===== config.mk =====
export PLATFORM = sky130hd
export DESIGN_NAME = alu_share_arb_flat
export DESIGN_NICKNAME = d
export VERILOG_FILES = /design/src/rtl/alu_share_arb_if.sv /design/src/rtl/alu_share_arb.sv /design/src/flat_wrapper.sv
export SDC_FILE = /design/constraint.sdc
export NUM_CORES = 1
export LEC_CHECK = 0
export ABC_AREA = 1
export BUFFER_PORTS_ARGS = -buffer_cell sky130_fd_sc_hd__buf_4
export CAP_MARGIN = 20
export CORE_MARGIN = 1
export CORE_UTILIZATION = 35
export CTS_CLUSTER_DIAMETER = 80
export DETAILED_ROUTE_END_ITERATION = 8
export GPL_TIMING_DRIVEN = 0
export PLACE_DENSITY = 0.66
export SLEW_MARGIN = 10
export SYNTH_ARGS = -nofsm -noshare
export SYNTH_HDL_FRONTEND = slang
export SYNTH_SLANG_ARGS = --single-unit

===== constraint.sdc =====
create_clock -name clk -period 4.37 [get_ports clk]
set_clock_uncertainty 0.2 [all_clocks]
set_input_delay 0.2185 -clock clk [delete_from_list [all_inputs] [get_ports clk]]
set_output_delay 0.2185 -clock clk [all_outputs]
set_load 0.02 [all_outputs]

===== src/rtl/alu_share_arb_if.sv =====
// Handshake and ALU bus bundle for alu_share_arb.
// slave  : the arbiter's view (takes requests, returns responses, drives the ALU).
// master : the environment's view (requesters, response sinks and the ALU itself).
interface alu_share_arb_if #(
  parameter int WIDTH = 32,
  parameter int TAG_W = 4
);
  logic             req0_valid;
  logic             req0_ready;
  logic [3:0]       req0_op;
  logic [WIDTH-1:0] req0_a;
  logic [WIDTH-1:0] req0_b;
  logic [TAG_W-1:0] req0_tag;

  logic             req1_valid;
  logic             req1_ready;
  logic [3:0]       req1_op;
  logic [WIDTH-1:0] req1_a;
  logic [WIDTH-1:0] req1_b;
  logic [TAG_W-1:0] req1_tag;

  logic             rsp0_valid;
  logic             rsp0_ready;
  logic [WIDTH-1:0] rsp0_result;
  logic             rsp0_zero;
  logic             rsp0_neg;
  logic             rsp0_ovf;
  logic [TAG_W-1:0] rsp0_tag;

  logic             rsp1_valid;
  logic             rsp1_ready;
  logic [WIDTH-1:0] rsp1_result;
  logic             rsp1_zero;
  logic             rsp1_neg;
  logic             rsp1_ovf;
  logic [TAG_W-1:0] rsp1_tag;

  logic [WIDTH-1:0] alu_rs1;
  logic [WIDTH-1:0] alu_rs2;
  logic [3:0]       alu_ctrl;
  logic [WIDTH-1:0] alu_out;
  logic             alu_zero;
  logic             alu_neg;
  logic             alu_ovf;

  modport slave (
    input  req0_valid, req0_op, req0_a, req0_b, req0_tag,
    input  req1_valid, req1_op, req1_a, req1_b, req1_tag,
    output req0_ready, req1_ready,
    output rsp0_valid, rsp0_result, rsp0_zero, rsp0_neg, rsp0_ovf, rsp0_tag,
    output rsp1_valid, rsp1_result, rsp1_zero, rsp1_neg, rsp1_ovf, rsp1_tag,
    input  rsp0_ready, rsp1_ready,
    output alu_rs1, alu_rs2, alu_ctrl,
    input  alu_out, alu_zero, alu_neg, alu_ovf
  );

  modport master (
    output req0_valid, req0_op, req0_a, req0_b, req0_tag,
    output req1_valid, req1_op, req1_a, req1_b, req1_tag,
    input  req0_ready, req1_ready,
    input  rsp0_valid, rsp0_result, rsp0_zero, rsp0_neg, rsp0_ovf, rsp0_tag,
    input  rsp1_valid, rsp1_result, rsp1_zero, rsp1_neg, rsp1_ovf, rsp1_tag,
    output rsp0_ready, rsp1_ready,
    input  alu_rs1, alu_rs2, alu_ctrl,
    output alu_out, alu_zero, alu_neg, alu_ovf
  );
endinterface


===== src/rtl/alu_share_arb.sv =====
// Two-requester arbiter/sequencer sharing one combinational ALU.
// One operation in flight: IDLE -> EXEC (operand register drives ALU)
// -> RESP (result register returned to the owner). A response firing in
// RESP can overlap with accepting the next request.
// Optional macro ALU_ARB_FIXED_PRIO_EN: requester 0 always wins a tie;
// otherwise ties are broken round-robin via last_grant.
module alu_share_arb #(
  parameter int WIDTH = 32,
  parameter int TAG_W = 4
) (
  input logic            clk,
  input logic            rst,
  alu_share_arb_if.slave bus
);

  typedef enum logic [1:0] {IDLE, EXEC, RESP} state_t;

  state_t           state;
  state_t           state_nxt;
  logic             owner;
  logic             last_grant;

  logic [WIDTH-1:0] rs1_p0;
  logic [WIDTH-1:0] rs2_p0;
  logic [3:0]       ctrl_p0;
  logic [TAG_W-1:0] tag_p0;

  logic [WIDTH-1:0] result_p1;
  logic             zero_p1;
  logic             neg_p1;
  logic             ovf_p1;
  logic [TAG_W-1:0] tag_p1;

  logic             grant;
  logic             accept;
  logic             rsp_fire;
  logic             req0_ready;
  logic             req1_ready;
  logic             rsp0_valid;
  logic             rsp1_valid;

  // Arbitration: pick the winner among the valid requesters.
  always_comb begin
    grant = 1'b0;
    if (bus.req0_valid && bus.req1_valid) begin
`ifdef ALU_ARB_FIXED_PRIO_EN
      grant = 1'b0;
`else
      grant = ~last_grant;
`endif
    end else if (bus.req1_valid) begin
      grant = 1'b1;
    end
  end

  // Next-state, accept and handshake outputs.
  always_comb begin
    state_nxt  = state;
    rsp_fire   = 1'b0;
    accept     = 1'b0;
    req0_ready = 1'b0;
    req1_ready = 1'b0;
    rsp0_valid = 1'b0;
    rsp1_valid = 1'b0;
    case (state)
      IDLE: begin
        accept = bus.req0_valid || bus.req1_valid;
      end
      EXEC: begin
        state_nxt = RESP;
      end
      RESP: begin
        rsp0_valid = ~owner;
        rsp1_valid = owner;
        rsp_fire   = owner ? bus.rsp1_ready : bus.rsp0_ready;
        if (rsp_fire) begin
          state_nxt = IDLE;
          accept    = bus.req0_valid || bus.req1_valid;
        end
      end
      default: state_nxt = IDLE;
    endcase
    // Ready is held low during reset even though state already reads IDLE.
    if (rst) begin
      accept = 1'b0;
    end
    if (accept) begin
      state_nxt  = EXEC;
      req0_ready = ~grant;
      req1_ready = grant;
    end
  end

  // State register.
  always_ff @(posedge clk or posedge rst) begin
    if (rst) begin
      state <= IDLE;
    end else begin
      state <= state_nxt;
    end
  end

  // Owner and round-robin history, updated only on accept.
  always_ff @(posedge clk or posedge rst) begin
    if (rst) begin
      owner      <= 1'b0;
      last_grant <= 1'b1;
    end else if (accept) begin
      owner <= grant;
`ifndef ALU_ARB_FIXED_PRIO_EN
      last_grant <= grant;
`endif
    end
  end

  // Stage p0: operand register captured on accept, drives the ALU.
  always_ff @(posedge clk or posedge rst) begin
    if (rst) begin
      rs1_p0  <= '0;
      rs2_p0  <= '0;
      ctrl_p0 <= '0;
      tag_p0  <= '0;
    end else if (accept) begin
      rs1_p0  <= grant ? bus.req1_a   : bus.req0_a;
      rs2_p0  <= grant ? bus.req1_b   : bus.req0_b;
      ctrl_p0 <= grant ? bus.req1_op  : bus.req0_op;
      tag_p0  <= grant ? bus.req1_tag : bus.req0_tag;
    end
  end

  // Stage p1: result register captured unconditionally in EXEC.
  always_ff @(posedge clk or posedge rst) begin
    if (rst) begin
      result_p1 <= '0;
      zero_p1   <= 1'b0;
      neg_p1    <= 1'b0;
      ovf_p1    <= 1'b0;
      tag_p1    <= '0;
    end else if (state == EXEC) begin
      result_p1 <= bus.alu_out;
      zero_p1   <= bus.alu_zero;
      neg_p1    <= bus.alu_neg;
      ovf_p1    <= bus.alu_ovf;
      tag_p1    <= tag_p0;
    end
  end

  assign bus.alu_rs1     = rs1_p0;
  assign bus.alu_rs2     = rs2_p0;
  assign bus.alu_ctrl    = ctrl_p0;

  assign bus.req0_ready  = req0_ready;
  assign bus.req1_ready  = req1_ready;
  assign bus.rsp0_valid  = rsp0_valid;
  assign bus.rsp1_valid  = rsp1_valid;

  // Both response ports carry the result register; only valid differs.
  assign bus.rsp0_result = result_p1;
  assign bus.rsp0_zero   = zero_p1;
  assign bus.rsp0_neg    = neg_p1;
  assign bus.rsp0_ovf    = ovf_p1;
  assign bus.rsp0_tag    = tag_p1;
  assign bus.rsp1_result = result_p1;
  assign bus.rsp1_zero   = zero_p1;
  assign bus.rsp1_neg    = neg_p1;
  assign bus.rsp1_ovf    = ovf_p1;
  assign bus.rsp1_tag    = tag_p1;

endmodule


===== src/flat_wrapper.sv =====
// flat-port wrapper written by rule: the top's interface ports become plain ports
module alu_share_arb_flat 
#(
  parameter int WIDTH = 32,
  parameter int TAG_W = 4
)
  (clk, rst, bus_req0_valid, bus_req0_op, bus_req0_a, bus_req0_b, bus_req0_tag, bus_req1_valid, bus_req1_op, bus_req1_a, bus_req1_b, bus_req1_tag, bus_req0_ready, bus_req1_ready, bus_rsp0_valid, bus_rsp0_result, bus_rsp0_zero, bus_rsp0_neg, bus_rsp0_ovf, bus_rsp0_tag, bus_rsp1_valid, bus_rsp1_result, bus_rsp1_zero, bus_rsp1_neg, bus_rsp1_ovf, bus_rsp1_tag, bus_rsp0_ready, bus_rsp1_ready, bus_alu_rs1, bus_alu_rs2, bus_alu_ctrl, bus_alu_out, bus_alu_zero, bus_alu_neg, bus_alu_ovf);
  alu_share_arb_if #(.WIDTH(WIDTH), .TAG_W(TAG_W)) bus_i ();
  input logic clk;
  input logic rst;
  input wire logic [$bits(bus_i.req0_valid)-1:0] bus_req0_valid;
  input wire logic [$bits(bus_i.req0_op)-1:0] bus_req0_op;
  input wire logic [$bits(bus_i.req0_a)-1:0] bus_req0_a;
  input wire logic [$bits(bus_i.req0_b)-1:0] bus_req0_b;
  input wire logic [$bits(bus_i.req0_tag)-1:0] bus_req0_tag;
  input wire logic [$bits(bus_i.req1_valid)-1:0] bus_req1_valid;
  input wire logic [$bits(bus_i.req1_op)-1:0] bus_req1_op;
  input wire logic [$bits(bus_i.req1_a)-1:0] bus_req1_a;
  input wire logic [$bits(bus_i.req1_b)-1:0] bus_req1_b;
  input wire logic [$bits(bus_i.req1_tag)-1:0] bus_req1_tag;
  output wire logic [$bits(bus_i.req0_ready)-1:0] bus_req0_ready;
  output wire logic [$bits(bus_i.req1_ready)-1:0] bus_req1_ready;
  output wire logic [$bits(bus_i.rsp0_valid)-1:0] bus_rsp0_valid;
  output wire logic [$bits(bus_i.rsp0_result)-1:0] bus_rsp0_result;
  output wire logic [$bits(bus_i.rsp0_zero)-1:0] bus_rsp0_zero;
  output wire logic [$bits(bus_i.rsp0_neg)-1:0] bus_rsp0_neg;
  output wire logic [$bits(bus_i.rsp0_ovf)-1:0] bus_rsp0_ovf;
  output wire logic [$bits(bus_i.rsp0_tag)-1:0] bus_rsp0_tag;
  output wire logic [$bits(bus_i.rsp1_valid)-1:0] bus_rsp1_valid;
  output wire logic [$bits(bus_i.rsp1_result)-1:0] bus_rsp1_result;
  output wire logic [$bits(bus_i.rsp1_zero)-1:0] bus_rsp1_zero;
  output wire logic [$bits(bus_i.rsp1_neg)-1:0] bus_rsp1_neg;
  output wire logic [$bits(bus_i.rsp1_ovf)-1:0] bus_rsp1_ovf;
  output wire logic [$bits(bus_i.rsp1_tag)-1:0] bus_rsp1_tag;
  input wire logic [$bits(bus_i.rsp0_ready)-1:0] bus_rsp0_ready;
  input wire logic [$bits(bus_i.rsp1_ready)-1:0] bus_rsp1_ready;
  output wire logic [$bits(bus_i.alu_rs1)-1:0] bus_alu_rs1;
  output wire logic [$bits(bus_i.alu_rs2)-1:0] bus_alu_rs2;
  output wire logic [$bits(bus_i.alu_ctrl)-1:0] bus_alu_ctrl;
  input wire logic [$bits(bus_i.alu_out)-1:0] bus_alu_out;
  input wire logic [$bits(bus_i.alu_zero)-1:0] bus_alu_zero;
  input wire logic [$bits(bus_i.alu_neg)-1:0] bus_alu_neg;
  input wire logic [$bits(bus_i.alu_ovf)-1:0] bus_alu_ovf;
  assign bus_i.req0_valid = bus_req0_valid;
  assign bus_i.req0_op = bus_req0_op;
  assign bus_i.req0_a = bus_req0_a;
  assign bus_i.req0_b = bus_req0_b;
  assign bus_i.req0_tag = bus_req0_tag;
  assign bus_i.req1_valid = bus_req1_valid;
  assign bus_i.req1_op = bus_req1_op;
  assign bus_i.req1_a = bus_req1_a;
  assign bus_i.req1_b = bus_req1_b;
  assign bus_i.req1_tag = bus_req1_tag;
  assign bus_req0_ready = bus_i.req0_ready;
  assign bus_req1_ready = bus_i.req1_ready;
  assign bus_rsp0_valid = bus_i.rsp0_valid;
  assign bus_rsp0_result = bus_i.rsp0_result;
  assign bus_rsp0_zero = bus_i.rsp0_zero;
  assign bus_rsp0_neg = bus_i.rsp0_neg;
  assign bus_rsp0_ovf = bus_i.rsp0_ovf;
  assign bus_rsp0_tag = bus_i.rsp0_tag;
  assign bus_rsp1_valid = bus_i.rsp1_valid;
  assign bus_rsp1_result = bus_i.rsp1_result;
  assign bus_rsp1_zero = bus_i.rsp1_zero;
  assign bus_rsp1_neg = bus_i.rsp1_neg;
  assign bus_rsp1_ovf = bus_i.rsp1_ovf;
  assign bus_rsp1_tag = bus_i.rsp1_tag;
  assign bus_i.rsp0_ready = bus_rsp0_ready;
  assign bus_i.rsp1_ready = bus_rsp1_ready;
  assign bus_alu_rs1 = bus_i.alu_rs1;
  assign bus_alu_rs2 = bus_i.alu_rs2;
  assign bus_alu_ctrl = bus_i.alu_ctrl;
  assign bus_i.alu_out = bus_alu_out;
  assign bus_i.alu_zero = bus_alu_zero;
  assign bus_i.alu_neg = bus_alu_neg;
  assign bus_i.alu_ovf = bus_alu_ovf;
  alu_share_arb #(.WIDTH(WIDTH), .TAG_W(TAG_W)) u_core (.clk(clk), .rst(rst), .bus(bus_i));
endmodule

==> impl_metrics.py <==
metrics = {
    "outcome": {
        "status": "finished, final reports clean",
    },
    "global_route": {
        "grt_max_degree": 88,
        "grt_pass1_vias": 6863,
        "grt-ovfl-total": 0,
        "grt_usage_pct": 26.3,
        "grt_antenna_before_repair": 0,
        "grt_pass1_wl_um": 34000,
    },
    "timing": {
        "final-max-slew-violation-count": 0,
        "worstMarginPinSlew_ps": 537,
        "finalCritPeriodShare_pct": 54.4,
        "hold_viol": 0,
        "relSlewSlack_pct": 64.2,
        "setup_viol": 0,
        "finalCriticalPeriod_ps": 2380,
        "rsz0062_at_grt": "false",
        "clock.fmax_mhz": 421,
        "setup-tns-final_ps": 0,
        "finalWorstSetupSlack_ps": 1990,
    },
    "power_and_ir_drop": {
        "p_comb_share_pct": 53.2,
        "power.share.switching_pct": 41.3,
        "ir_drop_mv": 0.331,
        "p_clk_share_pct": 18.6,
        "p_int_mw": 4.07,
        "fin_total_pwr_mw": 6.93,
        "seq_power_share_pct": 28.3,
        "p_per_area_mw_per_mm2": 633,
        "p_sw_mw": 2.86,
        "p_leak_nw": 6.15,
    },
    "final_layout": {
        "syn_to_final_growth_pct": 89.3,
        "antenna_cells": 0,
        "final_core_util_pct": 68.5,
        "fillers": 1273,
        "layout_commonest_cell": "nand2_1",
        "drive_gt1_share_pct": 33.6,
        "layout_common_cells": "408 x nand2_1, 376 x buf_4, 181 x dlygate4sd3_1, 114 x dfrtp_1, 74 x nand3_1",
        "layoutNonFillerInstCount": 1545,
        "fin_nets": 1501,
    },
    "critical_path": {
        "r2r_start": "u_core.last_grant",
        "cpPeakStageDelay_ps": 550,
        "slowest_stage": "dlygate4sd3_1",
        "path_delay_family": "buffers and inverters",
        "crit_path_end_kind": "flip-flop",
        "cp_data_arrival_time_ps": 2530,
        "cp_data_required_time_ps": 4520,
        "startpoint_type": "flip-flop",
        "reg2reg_to": "u_core.bus.alu_rs2[16]",
        "worstPathMaxFanout": 10,
        "cp_common_cell": "nand2_1",
        "r2r_slack_ps": 1990,
        "crit_path_start": "u_core.last_grant",
        "crit_buf_inv": 2,
        "cp_cell_sequence": "nand2_2 > nand2_2 > buf_2 > nand2_1 > nand2_1 > dlygate4sd3_1 > nand2_1 > nand2_1",
        "r2r_cells": 8,
        "path_class": "reg -> reg",
    },
    "detailed_routing": {
        "avgRoutedWirePerCell_um": 14.5,
        "via_per_inst": 4.50,
        "antenna_left": 0,
        "route.detailed.drc": 0,
        "first_iter_violations": 327,
        "vias": 6950,
        "wirelength_um": 22400,
        "firstDrtPassIters": 4,
    },
    "cts": {
        "clkLatencyLatePin_ps": 410,
        "numCtsBuffers": 17,
        "cts_resized": 0,
        "cts_tree": "built",
        "path_clk_slew_ps": 60,
        "clockRootBuffer": "clkbuf_16",
        "cts_buffer_depth": 2,
        "cts_sinks": 115,
        "htreeDepth": 4,
    },
    "place": {
        "dp_cells": 1332,
        "dp_hpwl_um": 15000,
        "gp_congestion": 0.788,
        "post-place-ws_ps": 2500,
        "port_buffers": 334,
    },
    "synthesis": {
        "yosysUniqueCellTypes": 18,
        "syn_area_per_cell_um2": 7.41,
        "syn_area_mm2": 0.00579,
        "syn-num-nets": 966,
        "seq_area_frac_synth_pct": 49.8,
        "yosysWarnings": 0,
        "synth_cells": 781,
        "ys_ff_latch": 115,
    },
    "floorplan": {
        "die_y_um": 131,
        "start_util_pct": 36.2,
        "ios": 335,
        "coreArea_mm2": 0.0160,
        "rows": 46,
        "die-width_um": 131,
        "die_area_mm2": 0.0171,
    },
    "min_path": {
        "holdPathEnd": "u_core.bus.alu_rs2[7]",
        "min_from": "bus_req1_b[7]",
        "min_path_type": "in -> reg",
        "holdPathStages": 5,
    },
    "job": {
        "maxCapViolCount": 0,
    },
}
per-stage QoR:
stage | area, um^2 | hold slack (ps)
2_1_floorplan | 5790 | 151
3_3_place_gp | 8560 | 260
3_5_place_dp | 8600 | 17.5
4_1_cts | 11000 | 35.1
5_1_grt | 11000 | 42.5
6_report | 11000 | 31.3
metal layers:
| metal | global-route usage [%] | wire [um] |
|---|---|---|
| met2 | 47.0 | 11200 |
| met5 | 0 | 0 |
| met1 | 29.3 | 8780 |
| met4 | 11.4 | 699 |
| met3 | 7.37 | 1760 |
logic make-up after synthesis:
group / after synthesis / share of synthesized area, %
buf+inv: 131 / 12.8
compound gates: 41 / 3.55
flops: 115 / 49.8
simple gates: 494 / 33.9
power groups by stage:
stage                     Combinational (mW)  Clock [mW]  Sequential [mW]
after floorplan                         1.30           0             2.51
after global placement                  3.41           0             1.95
after detailed placement                3.44           0             1.95
after CTS                               3.68        1.31             1.95
after global routing                    3.99        1.36             2.02
final                                   3.68        1.29             1.96
cell type report:
class / count / area (um^2) / share of cell area, %
Clock buffer: 18 / 429 / 3.92
Inverter: 46 / 178 / 1.62
Clock inverter: 14 / 116 / 1.06
Sequential cell: 115 / 2880 / 26.3
Buffer: 85 / 568 / 5.19
Tap cell: 216 / 270 / 2.47
Multi-Input combinational cell: 535 / 2170 / 19.8
Timing Repair Buffer: 516 / 4350 / 39.7
synthesized netlist by cell type, drive strengths merged:
library cell,n,area share [%]
o21ai,41,3.5
nand3,74,6.4
buf,76,9.2
dfstp,1,0.45
clkbuf,9,0.61
dfrtp,114,49
or2,1,0.11
nand2,410,27
nor2,9,0.71
inv,46,3.0
registers in the layout, summed over array words and instances, names as in the netlist:
name	count
u_core.last_grant	1
u_core.bus.rsp0_zero	1
u_core.bus.alu_ctrl	4
u_core.owner	1
u_core.state	2
u_core.bus.alu_rs1	32
u_core.bus.alu_rs2	32
u_core.bus.rsp0_tag	4
u_core.bus.rsp0_result	32
u_core.tag_p0	4
u_core.bus.rsp0_neg	1
u_core.bus.rsp0_ovf	1
worst register-to-register path: stages (launching register included):
cell           delay (ps)
dfstp_2               530
nand2_2               160
nand2_2               270
buf_2                 270
nand2_1               110
nand2_1                70
dlygate4sd3_1         550
nand2_1                80
nand2_1                80
worst max-delay path by stage:
stage / end / cells after the start
5_1_grt: u_core.bus.alu_ctrl[1] / 8
4_1_cts: u_core.bus.alu_ctrl[1] / 8
2_1_floorplan: u_core.bus.alu_ctrl[0] / 1
3_3_place_gp: u_core.bus.alu_rs1[10] / 2
6_report: u_core.bus.alu_rs2[16] / 8
3_5_place_dp: u_core.bus.alu_rs2[7] / 7
repair_timing:
action                                  in CTS  in global routing
endpoints found under the setup margin       0                  0
endpoints found under the hold margin      223                  0
hold buffers                               181                  0
setup buffers                                0                  0
No activity file was read; power rests on OpenSTA's default activity.
